`src/rtl/draw_pkg.sv`:
```
// Shared types and constants for the animated sprite drawer: screen size,
// FSM states, the ARGB ROM word layout and the built-in sprite pattern.
package draw_pkg;

    localparam int unsigned SCREEN_W = 640;
    localparam int unsigned SCREEN_H = 480;

    localparam int unsigned ARGB_W  = 16;
    localparam int unsigned RGB_W   = 12;
    localparam int unsigned ALPHA_W = 4;
    localparam logic [ALPHA_W-1:0] ALPHA_OPAQUE = 4'hF;

    typedef enum logic [1:0] {
        ST_IDLE  = 2'd0,
        ST_DELAY = 2'd1,
        ST_SHOW  = 2'd2
    } state_e;

    typedef struct packed {
        logic [RGB_W-1:0]   rgb;
        logic [ALPHA_W-1:0] alpha;
    } argb_t;

    // Built-in sprite image used when no init file is given.
    function automatic argb_t rom_pattern(input int unsigned a);
        argb_t w;
        w.rgb   = 12'(a) ^ 12'hA5C;
        w.alpha = ((a & 32'd7) == 32'd5) ? 4'h7 : ALPHA_OPAQUE;
        return w;
    endfunction

endpackage

```
`src/rtl/draw_sprite_anim_rom.sv`:
```
// Synchronous-read sprite ROM holding all animation frames back to back;
// serves the built-in pattern.
module sprite_rom
    import draw_pkg::*;
#(
    parameter int unsigned DEPTH     = 18432,
    parameter int unsigned AW        = 15,
    parameter string       INIT_FILE = ""
) (
    input  logic          clk,
    input  logic [AW-1:0] addr_i,
    output argb_t         data_o
);

    always_ff @(posedge clk) begin
        data_o <= (32'(addr_i) < DEPTH) ? rom_pattern(32'(addr_i)) : argb_t'('0);
    end

endmodule

```
`src/rtl/draw_sprite_anim.sv`:
```
// Animated sprite overlay: hit test, frame/delay sequencing and 2-clk pixel pipeline.
// Optional blinking is enabled with macro DRAW_SPRITE_BLINK_EN.
module draw_sprite_anim
    import draw_pkg::*;
#(
    parameter int unsigned SPR_W       = 72,
    parameter int unsigned SPR_H       = 64,
    parameter int unsigned FRAMES      = 4,
    parameter int unsigned FRAME_TICKS = 6,
    parameter int unsigned DELAY_TICKS = 30,
    parameter int unsigned BLINK_TICKS = 20,
    parameter logic [1:0]  SHOW_STATE  = 2'b10,
    parameter string       INIT_FILE   = ""
) (
    input  logic             clk,
    input  logic             rstn,
    input  logic [1:0]       gamestate,
    input  logic [9:0]       xx,
    input  logic [8:0]       yy,
    input  logic             vsync_tick,
    input  logic [9:0]       pos_x,
    input  logic [9:0]       pos_y,
    output logic             isempty,
    output logic [RGB_W-1:0] rgb
);

    localparam int unsigned FRAME_WORDS = SPR_W * SPR_H;
    localparam int unsigned DEPTH       = FRAMES * FRAME_WORDS;
    localparam int unsigned AW          = (DEPTH > 1) ? $clog2(DEPTH) : 1;
    localparam int unsigned FW          = (FRAMES > 1) ? $clog2(FRAMES) : 1;
    localparam int unsigned FTW         = (FRAME_TICKS > 1) ? $clog2(FRAME_TICKS) : 1;
    localparam int unsigned DW          = (DELAY_TICKS > 1) ? $clog2(DELAY_TICKS) : 1;

    state_e          state_q, state_d;
    logic [DW-1:0]   dly_q, dly_d;
    logic [FTW-1:0]  ftick_q, ftick_d;
    logic [FW-1:0]   frame_q, frame_d;
    logic [9:0]      pos_x_q, pos_y_q;
    logic            hit_q, hit2_q, hit_d;
    logic [AW-1:0]   addr_q, addr_d;
    logic            show_entry;
    logic            visible;
    argb_t           rom_word;

    logic [9:0]      y_w, col;
    logic [10:0]     x_end, y_end, row;
    logic            in_x, in_y;

    // Sequencing: leaving the show gamestate wins over any vsync tick.
    always_comb begin
        state_d    = state_q;
        dly_d      = dly_q;
        ftick_d    = ftick_q;
        frame_d    = frame_q;
        show_entry = 1'b0;
        if (gamestate != SHOW_STATE) begin
            state_d = ST_IDLE;
        end else begin
            case (state_q)
                ST_IDLE: begin
                    state_d = ST_DELAY;
                    dly_d   = '0;
                    frame_d = '0;
                end
                ST_DELAY: begin
                    if (DELAY_TICKS == 0) begin
                        state_d    = ST_SHOW;
                        show_entry = 1'b1;
                    end else if (vsync_tick) begin
                        if (dly_q == DW'(DELAY_TICKS - 1)) begin
                            state_d    = ST_SHOW;
                            show_entry = 1'b1;
                        end else begin
                            dly_d = dly_q + DW'(1);
                        end
                    end
                end
                ST_SHOW: begin
                    if (vsync_tick) begin
                        if (ftick_q == FTW'(FRAME_TICKS - 1)) begin
                            ftick_d = '0;
                            frame_d = (frame_q == FW'(FRAMES - 1)) ? '0 : frame_q + FW'(1);
                        end else begin
                            ftick_d = ftick_q + FTW'(1);
                        end
                    end
                end
                default: state_d = ST_IDLE;
            endcase
        end
        if (show_entry) ftick_d = '0;
    end

`ifdef DRAW_SPRITE_BLINK_EN
    localparam int unsigned BW = (BLINK_TICKS > 1) ? $clog2(BLINK_TICKS) : 1;

    logic [BW-1:0] blink_q, blink_d;
    logic          visible_q, visible_d;

    always_comb begin
        blink_d   = blink_q;
        visible_d = visible_q;
        if (show_entry) begin
            blink_d   = '0;
            visible_d = 1'b1;
        end else if (state_q == ST_SHOW && gamestate == SHOW_STATE && vsync_tick) begin
            if (blink_q == BW'(BLINK_TICKS - 1)) begin
                blink_d   = '0;
                visible_d = ~visible_q;
            end else begin
                blink_d = blink_q + BW'(1);
            end
        end
    end

    always_ff @(posedge clk) begin
        if (!rstn) begin
            blink_q   <= '0;
            visible_q <= 1'b1;
        end else begin
            blink_q   <= blink_d;
            visible_q <= visible_d;
        end
    end

    assign visible = visible_q;
`else
    assign visible = 1'b1;
`endif

    // Stage 1: hit test in flipped y and ROM address, using the tear-free position.
    always_comb begin
        y_w    = 10'(SCREEN_H) - 10'(yy);
        x_end  = 11'(pos_x_q) + 11'(SPR_W);
        y_end  = 11'(pos_y_q) + 11'(SPR_H);
        in_x   = (xx >= pos_x_q) && (11'(xx) < x_end);
        in_y   = (y_w >= pos_y_q) && (11'(y_w) < y_end);
        col    = xx - pos_x_q;
        row    = y_end - 11'd1 - 11'(y_w);
        hit_d  = in_x && in_y && (state_q == ST_SHOW) && visible;
        addr_d = '0;
        if (hit_d) begin
            addr_d = AW'(32'(frame_q) * FRAME_WORDS + 32'(row) * SPR_W + 32'(col));
        end
    end

    always_ff @(posedge clk) begin
        if (!rstn) begin
            state_q <= ST_IDLE;
            dly_q   <= '0;
            ftick_q <= '0;
            frame_q <= '0;
            pos_x_q <= '0;
            pos_y_q <= '0;
            hit_q   <= 1'b0;
            hit2_q  <= 1'b0;
            addr_q  <= '0;
        end else begin
            state_q <= state_d;
            dly_q   <= dly_d;
            ftick_q <= ftick_d;
            frame_q <= frame_d;
            if (vsync_tick) begin
                pos_x_q <= pos_x;
                pos_y_q <= pos_y;
            end
            hit_q   <= hit_d;
            hit2_q  <= hit_q;
            addr_q  <= addr_d;
        end
    end

    // Stage 2: ROM data register and hit flag line up at the outputs.
    sprite_rom #(
        .DEPTH     (DEPTH),
        .AW        (AW),
        .INIT_FILE (INIT_FILE)
    ) u_rom (
        .clk    (clk),
        .addr_i (addr_q),
        .data_o (rom_word)
    );

    assign isempty = ~(hit2_q && (rom_word.alpha == ALPHA_OPAQUE));
    assign rgb     = isempty ? '0 : rom_word.rgb;

endmodule

```
`config.mk`:
```
export PLATFORM = sky130hd
export DESIGN_NAME = draw_sprite_anim
export DESIGN_NICKNAME = d
export VERILOG_FILES = /design/src/rtl/draw_pkg.sv /design/src/rtl/draw_sprite_anim_rom.sv /design/src/rtl/draw_sprite_anim.sv
export SDC_FILE = /design/constraint.sdc
export NUM_CORES = 1
export LEC_CHECK = 0
export CAP_MARGIN = 20
export CORE_MARGIN = 5
export CORE_UTILIZATION = 50
export DETAILED_ROUTE_END_ITERATION = 16
export GPL_ROUTABILITY_DRIVEN = 0
export GPL_TIMING_DRIVEN = 1
export PLACE_DENSITY_LB_ADDON = 0.08
export RECOVER_POWER = 100
export SYNTH_ARGS = -nofsm -noshare
export SYNTH_HDL_FRONTEND = slang
export SYNTH_SLANG_ARGS = --single-unit
```
`constraint.sdc`:
```
create_clock -name clk -period 11.25 [get_ports clk]
set_clock_uncertainty 0.05 [all_clocks]
set_input_delay 1.6875 -clock clk [delete_from_list [all_inputs] [get_ports clk]]
set_output_delay 1.6875 -clock clk [all_outputs]
set_load 0.02 [all_outputs]
```
==> impl_metrics.env, run 1 <==
export IMPL_placement_cell_area_um2=5640
export IMPL_hpwlAfterDp_mm=8.32
export IMPL_synth_ff_latch_count=63
export IMPL_met3WireLength_um=335
export IMPL_worstPathArrival_ns=7.48
export IMPL_endpoint="addr_q[14]"
export IMPL_synth_compound_gate_area_share_pct=14.5
export IMPL_violations="max-capacitance violations, max-slew violations"
export IMPL_clkSinkCount=63
export IMPL_post_drt_wl_per_cell_um=13.5
export IMPL_design_core_area_um2=9730
export IMPL_grt_overflow=0
export IMPL_synth_edf_count=0
export IMPL_tightest_slew_ns=1.58
export IMPL_clk_pin_slew_ns=0.07
export IMPL_synth_area_leaders="dfxtp_1, ha_1, xnor2_1"
export IMPL_hp_class="flop to flop"
export IMPL_crit_path_start="yy[0]"
export IMPL_holdBufCountCts=0
export IMPL_period_needed_ns=7.27
export IMPL_drv_cap=2
export IMPL_die_height_um=110
export IMPL_post_route_setup_slack_ns=3.98
export IMPL_postCtsSetupRepairBufs=0
export IMPL_grt_usage_pct=18.2
export IMPL_number_of_global_route_vias_before_repair=3875
export IMPL_critical_path_top_delay_family="adder cells"
export IMPL_multi_input_area_um2=3410
export IMPL_syn_inst=555
export IMPL_clock_tree_root_cell="clkbuf_8"
export IMPL_synth_cell_type_count=64
export IMPL_syn_nets=680
export IMPL_worst_setup_path_type="input port to flop"
export IMPL_cts_tree="yes"
export IMPL_cts_buffers=9
export IMPL_synth_simple_area_share_pct=19.7
export IMPL_die_area_um2=12000
export IMPL_timing_critical_path_mode_cell="ha_1"
export IMPL_syn_mean_instance_area_um2=8.93
export IMPL_count_of_vias_placed_by_the_detailed_router=3887
export IMPL_setup_repair_after_global_routing_missed_its_margin="no"
export IMPL_layout_cell_area_non_filler_um2=5800
export IMPL_insertion_delay_ns=0.34
export IMPL_setup_tns_ns=0
export IMPL_status="finished with violations"
export IMPL_cp_max_fo=5
export IMPL_post_cts_resized=0
export IMPL_pwr_density_cell_nw_per_um2=161
export IMPL_die_w_um=110
export IMPL_hold_path_depth=1
export IMPL_synth_adder_area_share_pct=21.7
export IMPL_htree_num_levels=3
export IMPL_met2_wirelength_mm=4.55
export IMPL_area_sequential_um2=1260
export IMPL_synth_seq_area_share_pct=25.4
export IMPL_rrSetupSlack_ns=6.20
export IMPL_drt_initial_drc_count=143
export IMPL_crit_slowest_cell="dlygate4sd3_1"
export IMPL_achievable_frequency_mhz=137
export IMPL_path_length_in_cells_of_the_critical_path=26
export IMPL_main_combinational_cell_family_by_area_after_synthesis="adder cells"
export IMPL_critPathMaxStageDelay_ns=0.60
export IMPL_cp_data_required_time_ns=11.46
export IMPL_via_per_inst=5.19
export IMPL_area_growth_syn_to_layout_pct=17.0
export IMPL_total_standard_cell_area_after_synthesis_um2=4960
export IMPL_yosys_warnings=0
export IMPL_detail_route_wirelength_met1_mm=5.06
export IMPL_initial_core_util_pct=50.9
export IMPL_worst_setup_path_end_kind="flop"
export IMPL_finalNetCount=737
export IMPL_io_buffer_count=56
export IMPL_preCtsSetupSlack_ns=3.84
export IMPL_boundaryPins=57
export IMPL_layout_drive_gt1_share_pct=6.49
export IMPL_highest_signal_layer="met4"
export IMPL_xor_xnor_share_of_the_synthesized_area_pct=8.74
export IMPL_largest_net_degree_at_the_start_of_global_routing=30
export IMPL_worstRegToRegCells=21
export IMPL_total_leakage_power_uw=0.00252
export IMPL_slew_headroom_pct=-5.95
export IMPL_cts_buffer_depth=2
export IMPL_worst_r2r_endpoint="addr_q[14]"
export IMPL_final_hold_viol_count=0
export IMPL_timing_final_crit_share_pct=64.7
export IMPL_drtPass1Iterations=4
export IMPL_vdd_ir_drop_worst_uv=91.9
export IMPL_yosys_top_cell_by_area="dfxtp_1"
export IMPL_timing_rr_start="pos_y_q[0]"
export IMPL_yosys_area_top_type_share_pct=25.4
export IMPL_finalWirelength_mm=10.1
export IMPL_muxShareOfSynthArea_pct=4.65
export IMPL_timing_max_transition_violations_final=42
export IMPL_drc_markers=0
export IMPL_worstPathBufferInverterCount=3
export IMPL_ys_async_sr_fraction_pct=0
export IMPL_dominantRegCellSynth="dfxtp_1"
export IMPL_setup_viol=0
export IMPL_crit_path_start_kind="input port"
export IMPL_row_count=36
export IMPL_grt_antenna_before_repair=0
export IMPL_first_pass_grt_wire_length_mm=17.3
export IMPL_antenna_cells_inserted=0
export IMPL_route_antenna_remaining_nets=0
export IMPL_n_fill_cell=889
==> flip-flops by register name, indices dropped and copies added, names as in the netlist <==
name / count
ftick_q: 3
addr_q: 15
pos_x_q: 10
dly_q: 5
hit2_q: 1
state_q: 2
u_rom.data_o: 14
hit_q: 1
frame_q: 2
pos_y_q: 10
==> power by group <==
| group | internal (uW) | switching, uW |
|---|---|---|
| registers | 227 | 4.50 |
| clock network | 107 | 88.2 |
| logic | 240 | 267 |
| total | 574 | 360 |
==> synth_stat cells (4+ instances only) <==
library cell   n
nor2_1        39
nor3b_1        4
nor2b_1       30
a21o_1         7
and3_1         4
o21bai_1       4
nand2b_1       7
and2_1        20
a21oi_1       28
nor3_2         9
a21boi_0       5
nand3_1        5
nor3_1        14
o31ai_1        5
ha_1          76
xor2_1        10
a211oi_1       7
nor4_1         4
nand2_1       24
o21ai_1        5
inv_1         51
clkbuf_1       9
mux2i_1       23
fa_1           5
dfxtp_1       63
o21ai_0       11
xnor2_1       33
==> worst reg2reg max path: stages (launching register included) <==
cell and delay (ns):
dfxtp_1 0.38, ha_1 0.25, inv_1 0.07, fa_1 0.42, nor2b_1 0.16, o21ai_0 0.10
a21boi_0 0.33, ha_1 0.31, ha_1 0.22, fa_1 0.41, a21o_1 0.18, a21oi_1 0.22
o21bai_1 0.09, a21oi_1 0.20, xnor2_1 0.15, ha_1 0.25, ha_1 0.32, a21oi_1 0.08
a211oi_1 0.27, xnor2_1 0.17, xnor2_1 0.13, nor3b_1 0.17
==> cells in the final DEF (no fill, tap or decap), drive strengths merged, types with 5 or more instances in the layout <==
cell type,instances
ha,76
clkdlybuf4s50,40
nand3,5
fa,5
nor2,40
and2,20
o31ai,5
o21ai,17
clkbuf,11
nor3,24
inv,53
nand2,24
xnor2,35
a21oi,29
a21boi,6
dlygate4sd3,16
a211oi,7
xor2,10
nor2b,30
a21o,7
nand2b,7
dfxtp,63
mux2i,23
==> kinds of logic after synthesis <==
| kind of cell | Yosys count |
|---|---|
| AO/OA/AOI/OAI | 102 |
| XOR/XNOR | 46 |
| adder cells (fa/ha/maj) | 83 |
| buffers and inverters | 65 |
| flip-flops | 63 |
| multiplexers | 23 |
| AND/OR/NAND/NOR | 173 |
==> per-layer routing <==
metal	vias to the layer above	GRT usage (%)
li1	2036	-
met3	14	4.76
met1	1787	23.9
met4	0	5.61
met5	-	0
met2	50	29.1
==> final cells by class <==
cell class              instances  share of cell area [%]
clock buffers                  10                    2.37
clock inverters                 5                    1.01
inverters                      53                    3.43
multi-input cells             427                    58.7
flip-flops and latches         63                    21.7
well taps                     133                    2.87
repair buffers                 58                    9.86
==> per-stage QoR <==
stage,util [%],instances,hold WS [ns],power [uW]
6_report,59.6,749,0.332,934
5_1_grt,59.6,749,0.347,1020
4_1_cts,59.9,749,0.337,952
3_5_place_dp,57.9,734,0.327,748
3_3_place_gp,57.9,734,0.326,737
2_1_floorplan,-,555,0.318,650
==> worst min-delay path by stage <==
stage	slack, ns	end	start
floorplan	0.32	u_rom.data_o[10]	addr_q[6]
global placement	0.33	u_rom.data_o[13]	addr_q[9]
detailed placement	0.33	u_rom.data_o[10]	addr_q[6]
CTS	0.34	u_rom.data_o[10]	addr_q[6]
global route	0.35	u_rom.data_o[10]	addr_q[6]
finish	0.33	u_rom.data_o[10]	addr_q[6]
(Power assumes the default switching activity.)
==> inputs of run 2 (changes only) <==
==> constraint.sdc (replaced) <==
create_clock -name clk -period 6.8 [get_ports clk]
set_clock_uncertainty 0.05 [all_clocks]
set_input_delay 1.02 -clock clk [delete_from_list [all_inputs] [get_ports clk]]
set_output_delay 1.02 -clock clk [all_outputs]
set_load 0.02 [all_outputs]
==> run 2 against run 1 <==
  * The flow still finishes with violations (max-capacitance violations, max-slew violations)
  * Sequential power up 66%
  * Clock-buffer cell count up 3
  * Non-clock buffer count up 3
  * Register-to-register slack worse by 4.4 ns
  * First-iteration DRC count down 21%
  * Critical path type unchanged
==> impl_metrics.env, run 2 (synthesis results as in run 1) <==
export IMPL_setup_viol=0
export IMPL_number_of_flip_flops_under_the_largest_register_name=15
export IMPL_design_core_area_um2=9730
export IMPL_cts_buffers=9
export IMPL_post_route_setup_slack_ns=0.345
export IMPL_insertion_delay_ns=0.34
export IMPL_layout_drive_gt1_share_pct=7.42
export IMPL_timing_max_transition_violations_final=25
export IMPL_die_w_um=110
export IMPL_htree_num_levels=3
export IMPL_grt_overflow=0
export IMPL_cts_tree="yes"
export IMPL_power_combinational_fraction_pct=56.0
export IMPL_die_area_um2=12000
export IMPL_post_drt_wl_per_cell_um=13.8
export IMPL_worstPathBufferInverterCount=3
export IMPL_netSwitchingFraction_pct=39.2
export IMPL_vdd_ir_drop_worst_uv=189
export IMPL_post_route_util_pct=59.9
export IMPL_critPathMaxStageDelay_ns=0.49
export IMPL_period_needed_ns=6.45
export IMPL_status="finished with violations"
export IMPL_cell_internal_pwr_uw=933
export IMPL_pwr_density_cell_nw_per_um2=264
export IMPL_rrSetupSlack_ns=1.84
export IMPL_finalWirelength_mm=10.4
export IMPL_io_buffer_count=56
export IMPL_registers_top_by_ff_count="addr_q"
export IMPL_setup_tns_ns=0
export IMPL_power_switching_uw=602
export IMPL_worstPathArrival_ns=6.67
export IMPL_clkSinkCount=63
export IMPL_achievable_frequency_mhz=155
export IMPL_worst_setup_path_type="input port to flop"
export IMPL_critical_path_top_delay_family="adder cells"
export IMPL_via_per_inst=5.19
export IMPL_area_growth_syn_to_layout_pct=17.5
export IMPL_boundaryPins=57
export IMPL_cts_buffer_depth=2
export IMPL_drtPass1Iterations=4
export IMPL_first_pass_grt_wire_length_mm=17.3
export IMPL_violations="max-capacitance violations, max-slew violations"
export IMPL_finalNetCount=740
export IMPL_final_hold_viol_count=0
export IMPL_grt_usage_pct=18.3
export IMPL_clk_pin_slew_ns=0.07
export IMPL_die_height_um=110
export IMPL_hp_class="flop to flop"
export IMPL_count_of_vias_placed_by_the_detailed_router=3905
export IMPL_cp_max_fo=5
export IMPL_slew_headroom_pct=-4.44
export IMPL_crit_path_start_kind="input port"
export IMPL_preCtsSetupSlack_ns=-0.110
export IMPL_timing_final_crit_share_pct=94.9
export IMPL_largest_net_degree_at_the_start_of_global_routing=30
export IMPL_drv_cap=1
export IMPL_most_common_layout_cells="ha_1, dfxtp_1, inv_1"
export IMPL_number_of_global_route_vias_before_repair=3888
export IMPL_worstRegToRegCells=21
export IMPL_share_seq_of_total_power_pct=25.0
export IMPL_worst_setup_path_end_kind="flop"
export IMPL_path_length_in_cells_of_the_critical_path=26
export IMPL_total_leakage_power_uw=0.00254
export IMPL_hold_path_depth=1
export IMPL_clock_tree_root_cell="clkbuf_8"
export IMPL_hpwlAfterDp_mm=8.52
export IMPL_initial_core_util_pct=50.9
export IMPL_grt_antenna_before_repair=0
export IMPL_power_clock_fraction_pct=19.0
export IMPL_final_common_cell="ha_1"
export IMPL_crit_slowest_cell="clkdlybuf4s50_1"
export IMPL_layout_top_registers="addr_q: 15 flops, u_rom.data_o: 14 flops"
export IMPL_antenna_cells_inserted=0
export IMPL_cp_data_required_time_ns=7.01
export IMPL_tightest_slew_ns=1.57
export IMPL_drc_markers=0
export IMPL_row_count=36
export IMPL_route_antenna_remaining_nets=0
export IMPL_drt_initial_drc_count=113
export IMPL_timing_critical_path_mode_cell="ha_1"
[run 2: changes by cell type in the layout (fill, tap and decap cells not counted), sizes merged]
cell / previous run / this run
buf: 1 / 4
clkbuf: 11 / 14
bufinv: 1 / 0
clkdlybuf4s50: 40 / 41
clkinvlp: 2 / 1
dlygate4sd3: 16 / 15
[run 2: worst register-to-register path: cells and delay by family (launching register included)]
kind | cells | cell delay, ns
flops | 1 | 0.37
buf+inv | 1 | 0.07
simple gates | 4 | 0.65
compound gates | 5 | 1.09
fa+ha+maj | 7 | 2.05
xor+xnor | 4 | 0.62
[run 2: area by class of cell]
| type | instances | area (um^2) |
|---|---|---|
| multi-input combinational | 427 | 3430 |
| timing repair buffer | 61 | 594 |
| tap | 133 | 166 |
| sequential | 63 | 1260 |
| fill | 876 | 3910 |
| inverter | 53 | 199 |
| clock inverter | 3 | 17.5 |
| clock buffer | 13 | 159 |
[run 2: repair_timing]
item | 4_1_cts | 5_1_grt
setup buffers | 0 | 2
hold endpoints to repair | 0 | 0
setup endpoints to repair | 0 | 1
hold buffers | 0 | 0
resized for setup | 0 | 2
[run 2: metal layers]
metal,vias up,part of all wire (%),global-route usage [%]
met3,10,3.0,4.11
met2,51,47,30.7
met1,1803,48,23.1
li1,2041,-,-
met5,-,0,0
met4,0,1.4,6.41
[run 2: through the flow]
step           cells  cell area [um^2]  power, uW  hold slack, ns
2_1_floorplan    555              4960       1080           0.318
3_3_place_gp     735              5640       1230           0.326
3_5_place_dp     735              5640       1250           0.322
4_1_cts          751              5820       1560           0.334
5_1_grt          753              5820       1670           0.350
6_report         753              5820       1540           0.333
[run 2: path summary, 6_finish.rpt]
path | start | end
hold / removal | addr_q[9] | u_rom.data_o[13]
setup reg to reg | pos_y_q[0] | addr_q[14]
setup / recovery | yy[0] | addr_q[14]
hold reg to reg | addr_q[9] | u_rom.data_o[13]
[run 2: power groups by stage]
stage               registers, uW  clock network [uW]  logic (uW)
floorplan                     390                   0         685
CTS                           384                 306         868
finish                        384                 291         860
detailed placement            392                   0         856
global route                  385                 320         970
global placement              392                   0         835
==> inputs of run 3 (changes only) <==
==> constraint.sdc (replaced) <==
create_clock -name clk -period 8 [get_ports clk]
set_clock_uncertainty 0.05 [all_clocks]
set_input_delay 1.2 -clock clk [delete_from_list [all_inputs] [get_ports clk]]
set_output_delay 1.2 -clock clk [all_outputs]
set_load 0.02 [all_outputs]
==> run 3 against run 2 <==
  * The run still ends with max-capacitance violations, max-slew violations left
  * Critical path depth is the same
  * Power shrank 14%
  * Global-route usage shrank 0.44 points
  * Final area shrank 0.26%
  * Wire length shrank 3.0%
  * Sequential share of layout area grew 0.056 points
  * Clock-buffer cell count shrank 2
  * Combinational power shrank 17%
  * Flip-flop and latch count is the same
  * Clock power shrank 5%
  * Die area is the same
  * Sequential power shrank 15%
==> impl_metrics.env, run 3 (synthesis results as in run 1) <==
export IMPL_status="finished with violations"
export IMPL_violations="max-capacitance violations, max-slew violations"
export IMPL_post_drt_wl_per_cell_um=13.4
export IMPL_initial_core_util_pct=50.9
export IMPL_final_common_cell="ha_1"
export IMPL_crit_slowest_cell="dlygate4sd3_1"
export IMPL_first_pass_grt_wire_length_mm=17.1
export IMPL_grt_usage_pct=17.9
export IMPL_post_route_setup_slack_ns=1.18
export IMPL_drc_markers=0
export IMPL_holdBufCountCts=0
export IMPL_preCtsSetupSlack_ns=1.06
export IMPL_post_cts_resized=0
export IMPL_final_cells=750
export IMPL_achievable_frequency_mhz=147
export IMPL_slew_headroom_pct=-10.5
export IMPL_worst_setup_path_end_kind="flop"
export IMPL_hp_class="flop to flop"
export IMPL_clock_tree_root_cell="clkbuf_8"
export IMPL_grt_overflow=0
export IMPL_n_fill_cell=891
export IMPL_critical_path_top_delay_family="adder cells"
export IMPL_row_count=36
export IMPL_whs_ns=0.337
export IMPL_registers_top_by_ff_count="addr_q"
export IMPL_die_w_um=110
export IMPL_largest_net_degree_at_the_start_of_global_routing=30
export IMPL_area_sequential_um2=1260
export IMPL_clk_pin_slew_ns=0.07
export IMPL_clkSinkCount=63
export IMPL_antenna_cells_inserted=0
export IMPL_cts_buffers=9
export IMPL_timing_critical_path_mode_cell="ha_1"
export IMPL_htree_num_levels=3
export IMPL_worstPathBufferInverterCount=3
export IMPL_cts_buffer_depth=2
export IMPL_cp_data_required_time_ns=8.20
export IMPL_multi_input_area_um2=3410
export IMPL_drt_initial_drc_count=105
export IMPL_vdd_ir_drop_worst_uv=139
export IMPL_finalWirelength_mm=10.1
export IMPL_timing_final_crit_share_pct=85.3
export IMPL_cts_tree="yes"
export IMPL_die_height_um=110
export IMPL_setup_viol=0
export IMPL_layout_drive_gt1_share_pct=6.65
export IMPL_crit_path_start_kind="input port"
export IMPL_most_common_layout_cells="ha_1, dfxtp_1, inv_1"
export IMPL_die_area_um2=12000
export IMPL_cp_max_fo=5
export IMPL_number_of_flip_flops_under_the_largest_register_name=15
export IMPL_dp_cells=734
export IMPL_area_growth_syn_to_layout_pct=17.2
export IMPL_boundaryPins=57
export IMPL_drtPass1Iterations=6
export IMPL_tightest_slew_ns=1.65
export IMPL_drv_cap=2
export IMPL_postCtsSetupRepairBufs=0
export IMPL_finalNetCount=737
export IMPL_hpwlAfterDp_mm=8.34
export IMPL_worstPathArrival_ns=7.03
export IMPL_worst_setup_path_type="input port to flop"
export IMPL_count_of_vias_placed_by_the_detailed_router=3916
export IMPL_layout_top_registers="addr_q: 15 flops, u_rom.data_o: 14 flops"
export IMPL_total_leakage_power_uw=0.00252
export IMPL_timing_max_transition_violations_final=42
export IMPL_via_per_inst=5.22
export IMPL_critPathMaxStageDelay_ns=0.61
export IMPL_insertion_delay_ns=0.34
export IMPL_pwr_density_cell_nw_per_um2=227
export IMPL_io_buffer_count=56
export IMPL_setup_tns_ns=0
export IMPL_final_hold_viol_count=0
export IMPL_grt_antenna_before_repair=0
export IMPL_route_antenna_remaining_nets=0
export IMPL_period_needed_ns=6.82
export IMPL_setup_repair_after_global_routing_missed_its_margin="no"
export IMPL_number_of_global_route_vias_before_repair=3918
export IMPL_design_core_area_um2=9730
run 3: per-stage QoR:
stage	utilization, %	area [um^2]	power (uW)
global route	59.7	5810	1430
finish	59.7	5810	1320
CTS	60.0	5830	1340
detailed placement	57.9	5640	1050
floorplan	-	4960	914
global placement	57.9	5640	1040
run 3: path summary, 6_finish.rpt:
check                                 from              end  slack [ns]  depth (start not counted)
worst max-delay path                 yy[0]       addr_q[14]        1.18                         26
worst min-delay path             addr_q[4]  u_rom.data_o[8]        0.34                          1
worst max register to register  pos_y_q[0]       addr_q[14]        3.03                         21
worst min register to register   addr_q[4]  u_rom.data_o[8]        0.34                          1
run 3: power breakdown:
group          leakage, uW  switching, uW  internal, uW
sequential        0.000512           6.32           320
combinational      0.00191            378           338
clock            0.0000916            124           152
total              0.00252            508           810
run 3: routing by layer:
layer,vias up,track usage (%),share of wire (%)
li1,2038,-,-
met1,1816,23.3,50
met2,53,29.4,45
met3,9,3.99,3.7
met4,0,5.70,1.2
met5,-,0,0
run 3: cell type report:
| cell class | count | share of cell area, % |
|---|---|---|
| well taps | 133 | 2.87 |
| clock inverters | 5 | 0.991 |
| flip-flops and latches | 63 | 21.7 |
| repair buffers | 58 | 9.84 |
| multi-input cells | 427 | 58.7 |
| clock buffers | 11 | 2.43 |
| inverters | 53 | 3.43 |
